===== src/rtl/picomips_decoder.sv =====
// PicoMIPS instruction decoder.
// Turns the 6-bit opcode into PC-sequencing, ALU, operand-select,
// write-enable, store and display controls. Decode is combinational.
// The only state is a synchroniser on the asynchronous `ready` switch.
// Branches are taken when the synchronised `ready` equals `branch_cond`.
//
// Ports:
//   clk          system clock, rising edge
//   n_reset      asynchronous active-low reset; forces every output to 0
//   opcode       top OPW bits of the instruction
//   flags        ALU flags {V,N,Z,C}; reserved, no effect on any output
//   ready        branch status switch, asynchronous to clk
//   branch_cond  branch condition switch, quasi-static
//   pc_incr      PC <= PC + 1
//   pc_abs       PC <= immediate
//   pc_rel       PC <= PC + immediate
//   alu_func     ALU operation code
//   imm          selects the immediate as ALU operand B
//   w            register-file write enable
//   store        latch the ALU result into the store/output register
//   disp         drive the display from register A
module picomips_decoder #(
    parameter int unsigned OPW         = 6,
    parameter int unsigned AFW         = 3,
    parameter int unsigned SYNC_STAGES = 2
) (
    input  logic           clk,
    input  logic           n_reset,
    input  logic [OPW-1:0] opcode,
    input  logic [3:0]     flags,
    input  logic           ready,
    input  logic           branch_cond,
    output logic           pc_incr,
    output logic           pc_abs,
    output logic           pc_rel,
    output logic [AFW-1:0] alu_func,
    output logic           imm,
    output logic           w,
    output logic           store,
    output logic           disp
);

    // Opcode map
    localparam logic [OPW-1:0] OP_ADD  = OPW'(6'b000000);
    localparam logic [OPW-1:0] OP_ADDI = OPW'(6'b000001);
    localparam logic [OPW-1:0] OP_SUB  = OPW'(6'b000010);
    localparam logic [OPW-1:0] OP_SUBI = OPW'(6'b000011);
    localparam logic [OPW-1:0] OP_MUL  = OPW'(6'b000100);
    localparam logic [OPW-1:0] OP_MULI = OPW'(6'b000101);
    localparam logic [OPW-1:0] OP_ADDS = OPW'(6'b000110);
    localparam logic [OPW-1:0] OP_BABS = OPW'(6'b000111);
    localparam logic [OPW-1:0] OP_BREL = OPW'(6'b001000);
    localparam logic [OPW-1:0] OP_SHOW = OPW'(6'b001001);

    // ALU function codes
    localparam logic [AFW-1:0] ALU_RA  = AFW'(3'b000);
    localparam logic [AFW-1:0] ALU_ADD = AFW'(3'b001);
    localparam logic [AFW-1:0] ALU_SUB = AFW'(3'b010);
    localparam logic [AFW-1:0] ALU_MUL = AFW'(3'b011);

    // A single flop would leave metastability unresolved.
    if (SYNC_STAGES < 2) begin : g_bad_sync
        $error("picomips_decoder: SYNC_STAGES must be at least 2");
    end

    logic [SYNC_STAGES-1:0] sync_q;
    logic                   ready_s;
    logic                   taken;
    logic                   unused_flags;

    // Flags are reserved for future conditional branches.
    assign unused_flags = ^flags;

    // Synchroniser for the asynchronous ready switch
    always_ff @(posedge clk or negedge n_reset) begin
        if (!n_reset) begin
            sync_q <= '0;
        end else begin
            sync_q <= {sync_q[SYNC_STAGES-2:0], ready};
        end
    end

    assign ready_s = sync_q[SYNC_STAGES-1];
    assign taken   = (ready_s == branch_cond);

    // Opcode decode; reset overrides everything so the PC holds.
    always_comb begin
        pc_incr  = 1'b0;
        pc_abs   = 1'b0;
        pc_rel   = 1'b0;
        alu_func = ALU_RA;
        imm      = 1'b0;
        w        = 1'b0;
        store    = 1'b0;
        disp     = 1'b0;
        if (n_reset) begin
            pc_incr = 1'b1;
            unique case (opcode)
                OP_ADD: begin
                    alu_func = ALU_ADD;
                    w        = 1'b1;
                end
                OP_ADDI: begin
                    alu_func = ALU_ADD;
                    imm      = 1'b1;
                    w        = 1'b1;
                end
                OP_SUB: begin
                    alu_func = ALU_SUB;
                    w        = 1'b1;
                end
                OP_SUBI: begin
                    alu_func = ALU_SUB;
                    imm      = 1'b1;
                    w        = 1'b1;
                end
                OP_MUL: begin
                    alu_func = ALU_MUL;
                    w        = 1'b1;
                end
                OP_MULI: begin
                    alu_func = ALU_MUL;
                    imm      = 1'b1;
                    w        = 1'b1;
                end
                OP_ADDS: begin
                    alu_func = ALU_ADD;
                    w        = 1'b1;
                    store    = 1'b1;
                end
                OP_BABS: begin
                    imm     = 1'b1;
                    pc_abs  = taken;
                    pc_incr = !taken;
                end
                OP_BREL: begin
                    imm     = 1'b1;
                    pc_rel  = taken;
                    pc_incr = !taken;
                end
                OP_SHOW: begin
                    disp = 1'b1;
                end
                default: begin
                    // NOP and all unassigned codes: advance only.
                end
            endcase
        end
    end

endmodule


===== config.mk =====
export PLATFORM = sky130hd
export DESIGN_NAME = picomips_decoder
export DESIGN_NICKNAME = d
export VERILOG_FILES = /design/src/rtl/picomips_decoder.sv
export SDC_FILE = /design/constraint.sdc
export NUM_CORES = 1
export LEC_CHECK = 0
export CAP_MARGIN = 40
export CORE_AREA = 2 2 39 41
export CTS_CLUSTER_SIZE = 8
export DETAILED_ROUTE_END_ITERATION = 10
export DIE_AREA = 0 0 41 43
export GPL_ROUTABILITY_DRIVEN = 0
export PLACE_DENSITY = 0.57
export SYNTH_ARGS = -nofsm -noshare
export SYNTH_HDL_FRONTEND = slang
export SYNTH_SLANG_ARGS = --single-unit

===== constraint.sdc =====
create_clock -name clk -period 1.7 [get_ports clk]
set_input_delay 0.17 -clock clk [delete_from_list [all_inputs] [get_ports clk]]
set_output_delay 0.17 -clock clk [all_outputs]
set_load 0.01 [all_outputs]

# After elaboration in Yosys (flattened, before gate mapping)
# Index checks and enable logic that the tools add are counted.
# classes
eq_ne	10
mux	16
n_reduce_logical	8
# ops
operator	count
equality test 6 x 3 -> 1 bit, second input constant	4
2-to-1 mux 1 bit	14
equality test 6 x 2 -> 1 bit, second input constant	2
equality test 6 x 4 -> 1 bit, second input constant	2
OR reduction 7 bit	1
equality test 6 x 1 -> 1 bit, second input constant	1
zero test 6 bit	1
one-hot mux 2 bit (3 select lines)	1
OR reduction 2 bit	3
OR reduction 5 bit	1
OR reduction 3 bit	1
2-to-1 mux 2 bit	1
equality test 1 bit	1
zero test 1 bit	1
# totals
regBits	2
input_bits	14
output_inout_bits	10
elab_cells	35

# Logic depth before layout (Yosys ltp)
# Gate-level depths: netlist of run 1.
# logic_depth
depth_word	4
depth_mapped	3
ltp_nobuf	3

# Least setup slack after synthesis of run 1
# Ideal clock, no wire load.
# synth_path
path_type	input to output
from	input opcode[1]
to	output imm
t_arrival_ns	0.934
required_time_ns	1.530
path_slack_ns	0.596
stages	2
n_path_buf	0
path_cell_list	or4b_4 -> a21oi_1
# synth_via
elab_chain_len	4
word_cells_on_any_way	8
classes_between	5 x eq/ne; 2 x mux; 1 x reduce/logical
# synth_rtl
element	line	source
start, declared	29	input logic [OPW-1:0] opcode,
equality test 6 x 3 -> 1 bit (tied with other cells)	98	unique case (opcode)
OR reduction 5 bit (no line) (*)	n/a	
2-to-1 mux 1 bit (*)	98	
2-to-1 mux 1 bit (*)	96	if (n_reset) begin
end, declared	37	output logic imm,
# Every way passes the cells marked *; elsewhere a longest branch is shown, timed or not.

# Worst setup path in the final report of run 1
# layout_path
from	input opcode[5]
to	output alu_func[0]
# layout_via
elab_chain_len	4
word_cells_on_any_way	12
classes_between	6 x eq/ne; 2 x mux; 4 x reduce/logical
# layout_rtl
element	line	source
equality test 6 x 3 -> 1 bit (tied with other cells)	98	
OR reduction 3 bit (no line) or OR reduction 2 bit (tied branches)	n/a	
one-hot mux 2 bit (3 select lines) (*)	98	
2-to-1 mux 2 bit (*)	96	
end, declared	36	output logic [AFW-1:0] alu_func,
# Marked as above.

==> results of run 1 <==
cell families after synthesis:
group / synth area share (%)
flops: 24.8
other cells: 1.86
simple gates: 49.7
xor+xnor: 8.70
buf+inv: 3.73
compound gates: 11.2
worst max-delay path by stage:
| stage | to | start | slack (ns) |
|---|---|---|---|
| after floorplan | imm | opcode[1] | 0.60 |
| after global placement | pc_rel | opcode[1] | -0.35 |
| after detailed placement | pc_rel | opcode[1] | -0.34 |
| after CTS | pc_incr | opcode[3] | -0.02 |
| after global routing | alu_func[0] | opcode[5] | 0.009 |
| final | alu_func[0] | opcode[5] | 0.1 |
metrics by stage:
| step | TNS (ns) | power (uW) | util, % | cells | setup slack, ns |
|---|---|---|---|---|---|
| 2_1_floorplan | 0 | 73.5 | - | 26 | 0.596 |
| 3_3_place_gp | -1.90 | 122 | 31.7 | 65 | -0.347 |
| 3_5_place_dp | -1.93 | 121 | 31.7 | 65 | -0.343 |
| 4_1_cts | -0.0171 | 233 | 34.5 | 71 | -0.0171 |
| 5_1_grt | 0 | 245 | 35.2 | 71 | 0.00932 |
| 6_report | 0 | 225 | 35.2 | 71 | 0.0969 |
layout make-up:
type                    count  area [um2]
well taps                  16        20.0
fillers                   162         897
clock buffers               3        22.5
repair buffers             27         238
multi-input cells          23         156
flip-flops and latches      2        50.0
power by group through the flow:
stage | clock [uW] | sequential, uW | combinational, uW
after floorplan | 0 | 51.5 | 22.0
after global placement | 0 | 51.6 | 70.0
after detailed placement | 0 | 51.7 | 69.8
after CTS | 111 | 51.2 | 70.4
after global routing | 118 | 51.4 | 75.5
final | 104 | 51.1 | 69.8
placed cells by master, fill, tap and decap left out:
master           netlist  final
o21ai_2                0      1
xor2_1                 1      1
conb_1                 1      1
clkbuf_4               0      3
nor3_2                 1      2
nand3_1                1      1
xnor2_1                1      1
clkdlybuf4s50_1        0      5
dlygate4sd2_1          0      6
dfrtp_1                2      2
nor2b_1                1      1
nand2_1                2      2
nor3_1                 3      2
nand4bb_1              1      1
buf_2                  0      2
a21oi_1                2      1
a21oi_2                0      1
nand2b_1               2      2
or4b_4                 1      1
clkdlybuf4s15_2        0      2
a21boi_1               1      1
dlymetal6s2s_1         0      2
nand3b_1               1      1
buf_4                  1      9
nor2_1                 3      3
clkdlybuf4s15_1        0      1
critical path: cells and delay by family:
kind,cells,cell delay (ns)
AO/OA/AOI/OAI,1,0.12
buffers and inverters,3,0.84
AND/OR/NAND/NOR,2,0.30
metal layers:
metal / track usage, % / wire, um / up-vias / part of all wire (%)
li1: - / - / 149 / -
met1: 8.33 / 277 / 124 / 44
met2: 10.9 / 285 / 15 / 45
met3: 1.57 / 67 / 0 / 11
met4: 8.00 / 0 / 0 / 0
met5: 0 / 0 / - / 0
timing repair:
item	4_1_cts	5_1_grt
resized for setup	25	3
endpoints found under the setup margin	9	5
hold buffers	0	0
gates cloned	0	0
setup buffers	3	0
pin swaps	1	1
==> results_dict.tcl, run 1 <==
set metrics [dict create \
    status "finished clean" \
    start_util_pct 14.6 \
    grt_overflow 0 \
    port_buffers 18 \
    synth_flop_cell "dfrtp_1" \
    numCtsBuffers 3 \
    avgSynthCellArea_um2 7.75 \
    largest_register "sync_q" \
    drv_cap 0 \
    ys_types 18 \
    ys_warn_count 0 \
    dieHeight_um 43 \
    clockBufferDepth 2 \
    fin_crit_ns 1.60 \
    synth.top_cell.area_share_pct 24.8 \
    n_antenna_cell 0 \
    fin_area_um2 487 \
    r2r_start "sync_q[0]" \
    routed_wl_um 630 \
    r2r_slack_ns 1.24 \
    ys_ff_latch 2 \
    rows 14 \
    leakage_uw 0.000235 \
    power_density_nw_per_um2 462 \
    die_area_um2 1760 \
    hold_violations 0 \
    synthTopCellsByArea "dfrtp_1 25%, nor3_1 7.5%, or4b_4 6.8%, nand2b_1 6.2%, nand4bb_1 5.6%" \
    combinationalPowerShare_pct 31.0 \
    reg2regPathDepth 0 \
    syn-cell-area_um2 201 \
    ant_nets 0 \
    finClkSkew_ns 0.00464 \
    synthCells 26 \
    power_frac_seq_pct 22.7 \
    clkPwrFrac_pct 46.2 \
    drtIter0Drc 2 \
    syn_nets 40 \
    cp_slowest_cell "clkdlybuf4s50_1" \
    fin_nets 71 \
    cts-root-buf "clkbuf_4" \
    biggestRegsByFlops "sync_q (2)" \
    vias_per_cell 4.06 \
    cts_max_level 1 \
    rsz0062_at_grt "no" \
    critPathMaxStageDelay_ns 0.42 \
    die_w_um 41 \
    post-dp-hpwl_um 482 \
    postPlaceCellArea_um2 439 \
    grtUsageTotal_pct 7.62 \
    p_switching_uw 54.6 \
    swShare_pct 24.3 \
    intPower_uw 170 \
    finalSetupViolations 0 \
    dr_total_vias 288 \
    yosysSeqAreaShare_pct 24.8 \
    first_global_vias 267 \
    ios 24 \
    critPathMaxFanout 4 \
    peakVddDrop_uv 221 \
    grt_max_degree 6 \
    endpoint_kind "primary output" \
    clock.fmax_ghz 0.624 \
    synthArstFlopShare_pct 100 \
    timing.final.crit_share_pct 94.3 \
    worstSkewPairLatency_ns 0.22 \
    clk_pin_slew_worst_paths_ns 0.03 \
    antenna_found_initial 0 \
    yosys.area.top_type "dfrtp_1" \
    cts_tree "done" \
    crit_type "in -> out" \
    timing.final.max_slew_violations 0 \
    netlist_top_cells_count "3 x nor2_1, 3 x nor3_1" \
    wl_per_cell_um 8.87 \
    worstPathCellList "clkdlybuf4s50_1, nor2_1, nand3b_1, buf_4, a21oi_1, clkdlybuf4s15_1" \
    reg2reg_to "sync_q[1]" \
    core_um2 1380 \
    required_ns 1.53 \
    synth_edf_count 0 \
    crit_arrival_ns 1.43 \
    timing.hold.ws_ns 0.263 \
    drive_above_1_share_pct 38.2 \
    grt_pass1_wl_um 897 \
    cts.sinks 2 \
    synthToLayoutAreaGrowth_pct 142 \
    worstSetupStartpointType "input port" \
    largest_reg_flops 2 \
    hp-class "in -> async" \
    dr.pass1.iters 4 \
    drc 0 \
]
(Power assumes the default switching activity.)
==> run 2, diff against run 1 <==
- CORE_AREA: 2 2 39 41 -> 4 4 41 43
- DIE_AREA: 0 0 41 43 -> 0 0 45 47
- RECOVER_POWER: unset -> 25
==> results_dict.tcl, run 2 (same netlist as run 1, synthesis figures left out) <==
set metrics [dict create \
    hp-class "reg -> reg" \
    core_um2 1300 \
    antenna_found_initial 0 \
    grt_max_degree 6 \
    ant_nets 0 \
    clk_pin_slew_worst_paths_ns 0.03 \
    numCtsBuffers 3 \
    fin_nets 70 \
    first_global_vias 302 \
    setup_ws_ns -0.00931 \
    worstSkewPairLatency_ns 0.22 \
    reg2regPathDepth 0 \
    cts-root-buf "clkbuf_4" \
    fin_total_pwr_uw 225 \
    startpoint "opcode[1]" \
    die_area_um2 2120 \
    n_antenna_cell 0 \
    worstSetupStartpointType "input port" \
    drc 0 \
    post-dp-hpwl_um 552 \
    fillers 157 \
    required_ns 1.53 \
    finalSetupViolations 1 \
    die_w_um 45 \
    dp_slack_ns -0.335 \
    multi_input_area_um2 153 \
    clockBufferDepth 2 \
    drive_above_1_share_pct 38.9 \
    endpoint_kind "primary output" \
    power_frac_seq_pct 22.8 \
    clkPwrFrac_pct 46.2 \
    ios 24 \
    wl_per_cell_um 9.84 \
    postCtsHoldBufs 0 \
    violations "setup timing" \
    layout_common_cells "7 x clkdlybuf4s50_1, 7 x buf_4, 4 x buf_2" \
    grt_overflow 0 \
    dr.pass1.iters 2 \
    synthToLayoutAreaGrowth_pct 123 \
    fin_area_um2 449 \
    crit_arrival_ns 1.54 \
    power_density_nw_per_um2 500 \
    hold_violations 0 \
    largest_register "sync_q" \
    dr_total_vias 292 \
    start_util_pct 15.5 \
    hold_depth 0 \
    clock.fmax_ghz 0.585 \
    port_buffers 18 \
    biggestRegsByFlops "sync_q (2)" \
    regArea_um2 50.0 \
    dieHeight_um 47 \
    rsz0062_at_grt "yes" \
    grt_pass1_wl_um 1150 \
    instances_no_fill 69 \
    cts_max_level 1 \
    status "complete, but fails checks" \
    vias_per_cell 4.23 \
    combinationalPowerShare_pct 31.0 \
    routed_wl_um 679 \
    critPathMaxFanout 3 \
    tns_ns -0.00931 \
    fin_crit_ns 1.71 \
    grtUsageTotal_pct 7.82 \
    peakVddDrop_uv 196 \
    p_switching_uw 54.2 \
    largest_reg_flops 2 \
    crit_type "in -> out" \
    drtIter0Drc 3 \
    swShare_pct 24.1 \
    timing.final.crit_share_pct 101 \
    cts_tree "done" \
    post-place-cells 65 \
    finClkSkew_ns 0.00117 \
    cts.sinks 2 \
    leakage_uw 0.000203 \
    holdCritStartpoint "sync_q[0]" \
    timing.final.max_slew_violations 0 \
    intPower_uw 170 \
    postPlaceCellArea_um2 445 \
    rows 13 \
    r2r_start "sync_q[0]" \
    drv_cap 0 \
]
## run 2: what timing repair did
action	in CTS	in global routing
gates resized for setup	22	9
hold endpoints to repair	0	0
setup endpoints to repair	9	6
buffers inserted	1	0
## run 2: final timing paths
check / slack, ns / endpoint
max: -0.009 / pc_incr
min: 0.35 / sync_q[1]
max reg2reg: 1.23 / sync_q[1]
min reg2reg: 0.35 / sync_q[1]
max in group asynchronous: 1.16 / sync_q[0]
min in group asynchronous: 0.46 / sync_q[1]
## run 2: power by group through the flow
stage | Combinational, uW | Clock (uW) | Sequential, uW
detailed placement | 72.3 | 0 | 51.7
CTS | 71.8 | 111 | 51.2
finish | 69.7 | 104 | 51.2
global route | 76.5 | 120 | 51.3
floorplan | 22.0 | 0 | 51.5
global placement | 72.5 | 0 | 51.6
## run 2: layout make-up
class / count / share of cell area (%)
timing repair buffer: 26 / 45.7
multi-input combinational: 23 / 34.0
tap: 15 / 4.18
clock buffer: 3 / 5.01
sequential: 2 / 11.1
## run 2: stage by stage
step / util, % / hold slack [ns]
finish: 34.5 / 0.350
global route: 34.5 / 0.357
CTS: 36.2 / 0.331
detailed placement: 34.2 / 0.346
global placement: 34.2 / 0.340
floorplan: - / -0.126
## run 2: routing by layer
metal	up-vias	wire (um)	track usage, %
met4	0	0	7.02
met3	0	93	3.83
met5	-	0	0
met2	14	303	11.0
met1	128	281	8.64
li1	150	-	-
## run 2: critical path, stage by stage
cell and delay, ns:
clkdlybuf4s50_1 0.42, or4b_4 0.57, o21ai_2 0.07, a21boi_1 0.07, clkdlybuf4s15_2 0.23
